### src/rtl/matrix_column_scanner_if.sv
// Bus between the column-image source and the matrix scanner.
//   enable       : scan enable from the source side
//   col_4..col_0 : 7-bit column images (bit k = row k lit)
//   col_drive    : one-hot physical column select (polarity per scanner parameter)
//   row_drive    : row data for the currently selected column
//   frame_start  : one-cycle pulse when a frame snapshot is taken
interface matrix_column_scanner_if;
    logic       enable;
    logic [6:0] col_4;
    logic [6:0] col_3;
    logic [6:0] col_2;
    logic [6:0] col_1;
    logic [6:0] col_0;
    logic [4:0] col_drive;
    logic [6:0] row_drive;
    logic       frame_start;

    // Image source / test driver side
    modport master (
        output enable, col_4, col_3, col_2, col_1, col_0,
        input  col_drive, row_drive, frame_start
    );

    // Scanner side
    modport slave (
        input  enable, col_4, col_3, col_2, col_1, col_0,
        output col_drive, row_drive, frame_start
    );
endinterface

### src/rtl/matrix_column_scanner.sv
// Time-multiplexes five 7-bit column images onto a 5x7 LED matrix.
// One column is driven per slot of CLK_DIV cycles; the first BLANK_CYCLES of
// each slot are blanked to avoid ghosting. All five columns are snapshotted
// once per frame so the image never tears mid-frame.
// Ports:
//   clk   : system clock
//   reset : asynchronous, active-high reset
//   bus   : slave modport carrying enable, col_4..col_0 in and
//           col_drive, row_drive, frame_start out (all outputs registered)
module matrix_column_scanner #(
    parameter int unsigned CLK_DIV        = 50000,
    parameter int unsigned BLANK_CYCLES   = 2,
    parameter bit          COL_ACTIVE_LOW = 1'b1,
    parameter bit          ROW_ACTIVE_LOW = 1'b0
) (
    input  logic                    clk,
    input  logic                    reset,
    matrix_column_scanner_if.slave  bus
);

    localparam int unsigned NUM_COLS = 5;
    localparam int unsigned NUM_ROWS = 7;
    localparam int unsigned CNT_W    = $clog2(CLK_DIV);
    localparam int unsigned IDX_W    = 3;

    localparam logic [CNT_W-1:0]    CNT_LAST  = CNT_W'(CLK_DIV - 1);
    localparam logic [CNT_W-1:0]    CNT_BLANK = CNT_W'(BLANK_CYCLES);
    localparam logic [IDX_W-1:0]    IDX_LAST  = IDX_W'(NUM_COLS - 1);
    localparam logic [NUM_COLS-1:0] COL_OFF   = {NUM_COLS{COL_ACTIVE_LOW}};
    localparam logic [NUM_ROWS-1:0] ROW_OFF   = {NUM_ROWS{ROW_ACTIVE_LOW}};

    logic [CNT_W-1:0]                   cnt_q, cnt_d;
    logic [IDX_W-1:0]                   idx_q, idx_d;
    logic [NUM_COLS-1:0][NUM_ROWS-1:0]  fb_q, fb_d;
    logic [NUM_COLS-1:0][NUM_ROWS-1:0]  img_c;
    logic [NUM_COLS-1:0]                col_drive_q, col_drive_d;
    logic [NUM_ROWS-1:0]                row_drive_q, row_drive_d;
    logic                               frame_start_q, frame_start_d;

    // Incoming image packed so that img_c[i] is column i
    assign img_c = {bus.col_4, bus.col_3, bus.col_2, bus.col_1, bus.col_0};

    // Slot counter, column index, frame snapshot and next output values
    always_comb begin
        cnt_d         = cnt_q;
        idx_d         = idx_q;
        fb_d          = fb_q;
        frame_start_d = 1'b0;
        col_drive_d   = COL_OFF;
        row_drive_d   = ROW_OFF;

        if (!bus.enable) begin
            // Rewind so the next enabled edge starts a fresh frame; fb holds
            cnt_d = '0;
            idx_d = '0;
        end else begin
            if (cnt_q == CNT_LAST) begin
                cnt_d = '0;
                idx_d = (idx_q == IDX_LAST) ? '0 : idx_q + IDX_W'(1);
            end else begin
                cnt_d = cnt_q + CNT_W'(1);
            end

            if ((cnt_q == '0) && (idx_q == '0)) begin
                fb_d          = img_c;
                frame_start_d = 1'b1;
            end

            // Outputs follow the pre-edge position but the post-snapshot image
            if (cnt_q >= CNT_BLANK) begin
                col_drive_d = COL_OFF ^ (NUM_COLS'(1) << idx_q);
                row_drive_d = fb_d[idx_q] ^ ROW_OFF;
            end
        end
    end

    // State and output registers; reset forces outputs inactive at once
    always_ff @(posedge clk or posedge reset) begin
        if (reset) begin
            cnt_q         <= '0;
            idx_q         <= '0;
            fb_q          <= '0;
            col_drive_q   <= COL_OFF;
            row_drive_q   <= ROW_OFF;
            frame_start_q <= 1'b0;
        end else begin
            cnt_q         <= cnt_d;
            idx_q         <= idx_d;
            fb_q          <= fb_d;
            col_drive_q   <= col_drive_d;
            row_drive_q   <= row_drive_d;
            frame_start_q <= frame_start_d;
        end
    end

    assign bus.col_drive   = col_drive_q;
    assign bus.row_drive   = row_drive_q;
    assign bus.frame_start = frame_start_q;

endmodule
### src/flat_wrapper.sv
// flat-port wrapper written by rule: the top's interface ports become plain ports
module matrix_column_scanner_flat 
#(
    parameter int unsigned CLK_DIV        = 50000,
    parameter int unsigned BLANK_CYCLES   = 2,
    parameter bit          COL_ACTIVE_LOW = 1'b1,
    parameter bit          ROW_ACTIVE_LOW = 1'b0
)
  (clk, reset, bus_enable, bus_col_4, bus_col_3, bus_col_2, bus_col_1, bus_col_0, bus_col_drive, bus_row_drive, bus_frame_start);
  matrix_column_scanner_if bus_i ();
  input  logic clk;
  input  logic reset;
  input wire logic [$bits(bus_i.enable)-1:0] bus_enable;
  input wire logic [$bits(bus_i.col_4)-1:0] bus_col_4;
  input wire logic [$bits(bus_i.col_3)-1:0] bus_col_3;
  input wire logic [$bits(bus_i.col_2)-1:0] bus_col_2;
  input wire logic [$bits(bus_i.col_1)-1:0] bus_col_1;
  input wire logic [$bits(bus_i.col_0)-1:0] bus_col_0;
  output wire logic [$bits(bus_i.col_drive)-1:0] bus_col_drive;
  output wire logic [$bits(bus_i.row_drive)-1:0] bus_row_drive;
  output wire logic [$bits(bus_i.frame_start)-1:0] bus_frame_start;
  assign bus_i.enable = bus_enable;
  assign bus_i.col_4 = bus_col_4;
  assign bus_i.col_3 = bus_col_3;
  assign bus_i.col_2 = bus_col_2;
  assign bus_i.col_1 = bus_col_1;
  assign bus_i.col_0 = bus_col_0;
  assign bus_col_drive = bus_i.col_drive;
  assign bus_row_drive = bus_i.row_drive;
  assign bus_frame_start = bus_i.frame_start;
  matrix_column_scanner #(.CLK_DIV(CLK_DIV), .BLANK_CYCLES(BLANK_CYCLES), .COL_ACTIVE_LOW(COL_ACTIVE_LOW), .ROW_ACTIVE_LOW(ROW_ACTIVE_LOW)) u_core (.clk(clk), .reset(reset), .bus(bus_i));
endmodule
### config.mk
export PLATFORM = sky130hd
export DESIGN_NAME = matrix_column_scanner_flat
export DESIGN_NICKNAME = d
export VERILOG_FILES = /design/src/rtl/matrix_column_scanner_if.sv /design/src/rtl/matrix_column_scanner.sv /design/src/flat_wrapper.sv
export SDC_FILE = /design/constraint.sdc
export NUM_CORES = 1
export LEC_CHECK = 0
export BUFFER_PORTS_ARGS = -buffer_cell sky130_fd_sc_hd__clkbuf_2
export CELL_PAD_IN_SITES_DETAIL_PLACEMENT = 2
export CELL_PAD_IN_SITES_GLOBAL_PLACEMENT = 2
export CORE_ASPECT_RATIO = 2
export CORE_UTILIZATION = 35
export DETAILED_ROUTE_END_ITERATION = 6
export HOLD_SLACK_MARGIN = 0.08
export PLACE_DENSITY = 0.77
export SYNTH_ARGS = -nofsm -noshare
export SYNTH_HDL_FRONTEND = slang
export SYNTH_SLANG_ARGS = --single-unit
### constraint.sdc
create_clock -name clk -period 2.45 [get_ports clk]
set_input_delay 0.49 -clock clk [delete_from_list [all_inputs] [get_ports clk]]
set_output_delay 0.49 -clock clk [all_outputs]
set_load 0.05 [all_outputs]
# Word-level counts from Yosys, hierarchy flattened
# Index checks and enable logic that the tools add are counted.
# classes
eq_ne	3
n_bitwise	1
reduce_logical	3
shift	1
add_sub_neg	2
magnitude_cmp	2
muxes	15
# op_table
op	count
$mux W35	2
$mux W16	2
$bmux W7 S3	1
$mux W7	3
$add A16 B1 Y16 const B	1
$eq A16 B16 Y1 const B	1
$ge A16 B2 Y1 const B	1
$logic_not A16 Y1	1
$mux W5	2
$mux W3	3
$not A5 Y5	1
$shl A1 B3 Y5 const A	1
$lt A3 B4 Y1 const B	1
$add A3 B1 Y3 const B	1
$eq A3 B3 Y1 const B	1
$logic_not A3 Y1	1
$mux W1	2
$ne A2 B1 Y1 const B	1
$logic_and A1 B1 Y1	1
# word_totals
elab_cells	37
output_inout_bits	13
ff_bits	67
inputBits	38

# Depth between registers and ports, before layout
# Gate-level depths: netlist of the first run.
# logic_depth
depth_word	8
depth_mapped	10
ltp_nobuf	6

# Worst setup path before layout of the first run
# No wires, ideal clock.
# synth_timing
kind	flip-flop to flip-flop
start	register u_core.idx_q[0]
end	register u_core.fb_q[0] (netlist bit)
t_arrival_ns	2.318
setup_time_ns	0.125
path_stages_with_launch	11
slack_ns	0.007
synth_period_minus_slack_ns	2.443
path_buffers	4
cell_sequence	dfrtp_1 -> clkbuf_1 -> inv_1 -> clkbuf_1 -> ha_1 -> nand3_2 -> nor2_8 -> and2_4 -> buf_12 -> buf_12 -> mux2_4
# synth_between
elab_chain_cells	4
# synth_lines
item	line_no	rtl
start: declaration	matrix_column_scanner.sv:33	logic [IDX_W-1:0] idx_q, idx_d;
start signal: assignment	matrix_column_scanner.sv:88	idx_q <= idx_d;
$logic_not A3 Y1	matrix_column_scanner.sv:64	if ((cnt_q == '0) && (idx_q == '0)) begin
$logic_and A1 B1 Y1	matrix_column_scanner.sv:64	
$mux W35	matrix_column_scanner.sv:64	
$mux W35	matrix_column_scanner.sv:52	if (!bus.enable) begin
end signal: assignment	matrix_column_scanner.sv:82	fb_q <= '0;
end signal: assignment	matrix_column_scanner.sv:89	fb_q <= fb_d;
end: declaration	matrix_column_scanner.sv:34	logic [NUM_COLS-1:0][NUM_ROWS-1:0] fb_q, fb_d;
# No other way between the ends. The select of a mux whose other input is x is not followed.
# A chain may end at the register's enable or synchronous reset.

# Worst setup path after layout of the first run
# layout_timing
start	register u_core.cnt_q[12]
end	register u_core.row_drive_q[3], in the netlist u_core.bus.row_drive[3]
# layout_between
elab_chain_cells	8
# layout_lines
item	line_no	rtl
start: declaration	matrix_column_scanner.sv:32	logic [CNT_W-1:0] cnt_q, cnt_d;
start signal: assignment	matrix_column_scanner.sv:87	cnt_q <= cnt_d;
$logic_not A16 Y1	matrix_column_scanner.sv:64	
$logic_and A1 B1 Y1	matrix_column_scanner.sv:64	
$mux W35	matrix_column_scanner.sv:64	
$mux W35	matrix_column_scanner.sv:52	
$bmux W7 S3	matrix_column_scanner.sv:72	row_drive_d = fb_d[idx_q] ^ ROW_OFF;
$mux W7 (implied by the code)	matrix_column_scanner.sv:72	
$mux W7 *	matrix_column_scanner.sv:70	if (cnt_q >= CNT_BLANK) begin
$mux W7 *	matrix_column_scanner.sv:52	
named net u_core.row_drive_d[3]	matrix_column_scanner.sv:37	logic [NUM_ROWS-1:0] row_drive_q, row_drive_d;
end signal: assignment	matrix_column_scanner.sv:91	row_drive_q <= row_drive_d;
end: declaration	matrix_column_scanner.sv:37	
# The timed path passes the listed nets; every way through them passes the cells marked *. The select of a mux whose other input is x is not followed.

==> results of run 1 <==
per-layer routing:
| layer | up-vias | GRT usage (%) | wire (µm) |
|---|---|---|---|
| met1 | 1280 | 21.1 | 3550 |
| met5 | - | 0 | 0 |
| met2 | 42 | 39.1 | 5820 |
| met4 | 0 | 9.52 | 286 |
| li1 | 1164 | - | - |
| met3 | 19 | 4.58 | 238 |
per-stage QoR:
step | setup slack (ps) | utilization (%) | power, mW
2_1_floorplan | 6.70 | - | 1.85
3_3_place_gp | 294 | 40.6 | 1.99
3_5_place_dp | 207 | 40.6 | 2.03
4_1_cts | 143 | 43.8 | 3.43
5_1_grt | 5.65 | 43.8 | 3.53
6_report | 154 | 43.8 | 3.38
layout make-up:
| type | count | area [µm²] | area share (%) |
|---|---|---|---|
| Multi-Input combinational cell | 204 | 1720 | 39.9 |
| Sequential cell | 67 | 1680 | 39.1 |
| Timing Repair Buffer | 61 | 370 | 8.61 |
| Clock buffer | 12 | 267 | 6.20 |
| Tap cell | 132 | 165 | 3.84 |
| Inverter | 14 | 52.6 | 1.22 |
| Clock inverter | 4 | 47.5 | 1.11 |
state kept, by name, indices dropped and copies added, names as in the netlist:
name / cells
u_core.bus.col_drive: 5
u_core.bus.frame_start: 1
u_core.bus.row_drive: 7
u_core.fb_q: 35
u_core.cnt_q: 16
u_core.idx_q: 3
worst max-delay path, delay by kind of cell, from the launching register on:
family,cells,cell delay [ps]
compound gates,2,590
flops,1,450
simple gates,3,1090
path summary, 6_finish.rpt:
check	startpoint	end	slack (ps)	cells after the start
setup / recovery	u_core.cnt_q[12]	u_core.bus.row_drive[3]	150	5
hold / removal	reset	u_core.fb_q[32]	180	2
setup reg to reg	u_core.cnt_q[12]	u_core.bus.row_drive[3]	150	5
hold reg to reg	u_core.fb_q[2]	u_core.fb_q[2]	520	1
max in group asynchronous	reset	u_core.bus.col_drive[2]	1550	3
min in group clk	bus_col_2[3]	u_core.fb_q[17]	390	2
cell families after synthesis:
family	after synthesis	synth area share, %
flops	67	47.1
fa+ha+maj	8	2.80
buf+inv	27	4.94
xor+xnor	14	3.43
mux	64	22.2
compound gates	40	7.60
simple gates	78	12.0
power breakdown:
group,internal [mW],switching [mW]
registers,1.27,0.107
clock network,0.867,0.499
logic,0.332,0.302
total,2.47,0.908
synth_stat cells:
library cell  count
mux2_4           29
a21boi_0          2
nand3_2           1
dfrtp_1          62
dfstp_2           5
nand3_1           9
clkbuf_1          6
xnor2_1           7
o31a_1            4
nor4_4            2
mux2i_1          29
a211o_1           2
a21oi_1           4
nor2_8            1
nand4_4           1
a211oi_1          7
or2_0             1
buf_6             1
nor3_1           12
nor3_2            1
nand2_1          18
xor2_1            7
and2_1            2
buf_2             2
and3_1            2
buf_12            4
inv_1            14
nor2b_1           1
nand4_1           3
o21ai_0          14
o32ai_1           7
nor2_1           23
mux2_2            6
and2_4            1
ha_1              8
==> run metrics, run 1 <==
status finished, final reports clean; Post-DP HPWL between 7 and 8 mm; final wirelength approximately 10 mm; top cells by area, synth dfrtp_1, mux2_4, mux2i_1, dfstp_2, ha_1; Fillers 1,048; CTS Buf Count 9; Yosys Warn Count 0; Worst-path clk slew around 60 ps; cts repair resizes 0; Max stage delay on crit path roughly 450 ps; DR iter-0 viols 73; vias in the first global route around 3,000; DR WL/cell 20.0 µm; Cells after Synth 298; remaining antenna violation count 0; DRC viols 0; synth unique cells 35; post-route setup TNS 0 ps; worst-skew pair later-pin latency roughly 350 ps; worst vdd ir 0.388 mV; slowest stage cell on the critical path dfrtp_1; # nets final slightly above 400; antenna fix cells 0; Clock Skew 10.5 ps; worst slew pin tran 574 ps; htree depth 3; Root Buffer clkbuf_16; Max Cap Viol 0; CP arrival 2490 ps; worst path required time 2650 ps; Layout Cells excl Fill roughly 490; WHS between 150 and 200 ps; Final period util roughly 94%; Leakage Power just under 2 nW; share of cells above drive strength 1 around a third; Mapped Area between 0.003 and 0.004 mm²; CP Launch Type register; worst setup path category register to register; # clock sinks between 60 and 70; hold_buf cts 0; post-CTS setup buffers 0; fin crit period 2300 ps; largest net degree at the start of global routing 45; area leader, netlist dfrtp_1; Die Wd between 70 and 80 µm; Core Rows just over 50; Seq/Total Area, Yosys 47.1%; CP Cell Sequence nor4_4 -> nand4_4 -> or2_0 -> a211oi_1 -> o32ai_1; RSZ-0062 raised after global routing false; Post-Syn Area per Cell about 12 µm²; RD Place Congestion a little under 0.8; fin. max-slew vios 0; final hold violation count 0; number of vias per cell just over 5; num ports slightly above 50; Congestion Overflow GR 0; TritonCTS clock tree yes; die height 145 µm; largest fanout on the critical path 10; die area between 0.01 and 0.015 mm²; gr usage total between 20% and 30%; Detailed Routing Iterations Pass 1 6; f_max 435 MHz; CP endpoint kind register; Design Area, Final between 0.004 and 0.005 mm²; antenna violations before repair 0; first-pass GRT wire length approximately 16 mm; Initial Utilization 36.4%; area share of the largest cell type after synthesis 43.4%; P per Cell Area slightly below 800 mW/mm²; Worst Hold Class input pin to async pin; final setup vio count 0; area grow syn2layout 20.3%; most common cell after layout, fill and taps aside dfrtp_1; commonest cells after routing, fill and taps aside dfrtp_1, clkbuf_2, mux2_4, mux2i_1, nor2_1; Seq cells post-synth 67; syn nets roughly 340; cell area after placement approximately 0.004 mm²; maximum clock insertion buffer count 2; Slew HR slightly above 60%; Core ar. ~0.01 mm²; dpl cells about 480; port buffer count 50; vias between 2,000 and 3,000
No activity file was read; power rests on OpenSTA's default activity.
==> run 2: changes to the inputs <==
CAP_MARGIN = 5   (was not set)
clock period = 2.1 ns   (was 2.45 ns; I/O delays follow)
==> run 2 against run 1 <==
Against the previous run: clock power up 7%; worst setup slack worse by 100 ps; sequential share of layout area is 1.2 points lower; critical path type unchanged.
==> run metrics, run 2 (synthesis results as in run 1) <==
Post-Place Setup Slack 44.6 ps (was 207 ps); utilization after layout 45.2% (was 43.8%); Detailed Routing Iterations Pass 1 4 (was 6); RD Place Congestion 0.778 (was 0.776); worst vdd ir 0.458 mV (was 0.388 mV); DR WL/cell 19.6 µm (was 20.0 µm); area grow syn2layout 24.2% (was 20.3%); die area 0.0106 mm² (unchanged); worst-skew pair later-pin latency 330 ps (was 350 ps); fin crit period 2050 ps (was 2300 ps); Final period util 97.6% (was 93.7%); internal power 2.82 mW (was 2.47 mW); worst path required time 2300 ps (was 2650 ps); Worst-path clk slew 50 ps (was 60 ps); number of vias per cell 5.13 (was 5.07); Final WS setup 51.2 ps (was 154 ps); vias 2,604 (was 2,505); WHS 337 ps (was 178 ps); fin. max-slew vios 0 (unchanged); # nets final 417 (was 403); clock power share 38.1% (was 40.4%); Layout Cells excl Fill 508 (was 494); dpl cells 489 (was 478); Power Total 3.84 mW (was 3.38 mW); Max stage delay on crit path 450 ps (about the same); num ports 51 (unchanged); Initial Utilization 36.4% (unchanged); CP arrival 2250 ps (was 2490 ps); antenna violations before repair 0 (unchanged); commonest cells after routing, fill and taps aside dfrtp_1, clkbuf_2, mux2_4, mux2i_1, nor2_1 (unchanged); crit path to u_core.bus.row_drive[5] (was u_core.bus.row_drive[3]); Max Cap Viol 0 (unchanged); vias in the first global route 3,110 (was 3,008); Largest register FFs 35 (unchanged); P per Cell Area 865 mW/mm² (was 786 mW/mm²); CP Cell Sequence nor4_4 -> nand4_4 -> buf_4 -> o31a_1 -> nand4_1 -> buf_12 -> o32ai_1 (was nor4_4 -> nand4_4 -> or2_0 -> a211oi_1 -> o32ai_1); remaining antenna violation count 0 (unchanged); most common cell after layout, fill and taps aside dfrtp_1 (unchanged); antenna fix cells 0 (unchanged); slowest stage cell on the critical path dfrtp_1 (unchanged); Logic pwr share 20.0% (was 18.8%); largest fanout on the critical path 8 (was 10); TritonCTS clock tree yes (unchanged); port buffer count 50 (unchanged); worst r2r dst u_core.bus.row_drive[5] (was u_core.bus.row_drive[3]); reg2reg setup slack 50 ps (was 150 ps); DRC viols 0 (unchanged); first-pass GRT wire length 16.3 mm (was 16.4 mm); Die Wd 73.5 µm (unchanged); Worst Hold Class input pin to register (was input pin to async pin); share of cells above drive strength 1 37.5% (was 34.5%); final wirelength 9.97 mm (was 9.89 mm); Largest Register u_core.fb_q (unchanged); Core Rows 51 (unchanged); CP Launch Type register (unchanged); DR iter-0 viols 72 (was 73); net load switching power 1.02 mW (was 908 µW); worst setup path category register to register (unchanged); Critical path origin u_core.cnt_q[14] (was u_core.cnt_q[12]); worst slew pin tran 481 ps (was 574 ps); status finished, final reports clean (unchanged); Leakage Power 2.02 nW (was 1.95 nW); Sw Ratio 26.6% (was 26.9%); f_max 488 MHz (was 435 MHz); Clock Skew 5.16 ps (was 10.5 ps); Post-DP HPWL 7.43 mm (was 7.29 mm); RR Startpoint u_core.cnt_q[14] (was u_core.cnt_q[12]); cell area after placement 0.00410 mm² (was 0.00399 mm²); maximum clock insertion buffer count 2 (unchanged); Congestion Overflow GR 0 (unchanged); final setup vio count 0 (unchanged); htree depth 3 (unchanged); # clock sinks 67 (unchanged); Core ar. 0.00983 mm² (unchanged); largest net degree at the start of global routing 45 (unchanged); Slew HR 67.7% (was 61.7%); CP endpoint kind register (unchanged); Fillers 1,049 (was 1,048); R2R depth 7 (was 5); CTS Buf Count 9 (unchanged); gr usage total 20.7% (was 21.0%); die height 145 µm (unchanged); sequential power share 41.9% (was 40.8%); final hold violation count 0 (unchanged); post-route setup TNS 0 ps (unchanged); Root Buffer clkbuf_16 (unchanged); Design Area, Final 0.00444 mm² (was 0.00430 mm²)
==> run 2: changes by cell type in the layout (fill, tap and decap cells not counted), sizes merged <==
cell and delta:
clkinv -1, clkbuf +3, buf +13, dlygate4sd3 +1
clkinvlp -1, bufinv -1
==> run 2: power groups by stage <==
stage	Combinational [mW]	Sequential (mW)	Clock [mW]
final	0.767	1.61	1.46
after floorplan	0.529	1.64	0
after global routing	0.827	1.63	1.55
after detailed placement	0.769	1.62	0
after CTS	0.779	1.61	1.50
after global placement	0.742	1.61	0
==> run 2: worst min-delay path by stage <==
stage / from / to / slack, ps / depth (start not counted)
5_1_grt: bus_col_2[2] / u_core.fb_q[16] / 330 / 2
4_1_cts: bus_col_3[4] / u_core.fb_q[25] / 330 / 2
3_5_place_dp: reset / u_core.cnt_q[9] / 300 / 2
3_3_place_gp: reset / u_core.cnt_q[9] / 300 / 2
6_report: bus_col_4[4] / u_core.fb_q[32] / 340 / 2
2_1_floorplan: u_core.cnt_q[0] / u_core.cnt_q[0] / 480 / 1
==> run 2: metal layers <==
layer  track usage [%]  wire [µm]  up-vias  share of wire (%)
met2              39.3       5940       40                 60
met5                 0          0        -                  0
met1              20.5       3520     1349                 35
met3              4.17        254       18                2.5
met4              9.04        254        0                2.5
li1                  -          -     1197                  -
==> run 2: layout make-up <==
cell class,instances,area (µm²),area share [%]
clock buffer,15,288,6.48
clock inverter,1,5.00,0.113
inverter,14,52.6,1.18
multi-input combinational,204,1740,39.3
sequential,67,1680,37.9
tap,132,165,3.72
timing repair buffer,75,503,11.3
==> run 2: worst max-delay path: cells and delay by family (launching register included) <==
family,cells,cell delay [ps]
DFF,1,450
and+or+nand+nor,3,700
buffers and inverters,2,340
AOI/OAI and AO/OA,2,410
==> run 2: repair_timing <==
item | CTS | global route
pin swaps | 1 | 2
hold buffers | 1 | 0
buffers inserted | 1 | 1
hold endpoints to repair | 4 | 0
gates resized for setup | 1 | 3
setup endpoints to repair | 1 | 11
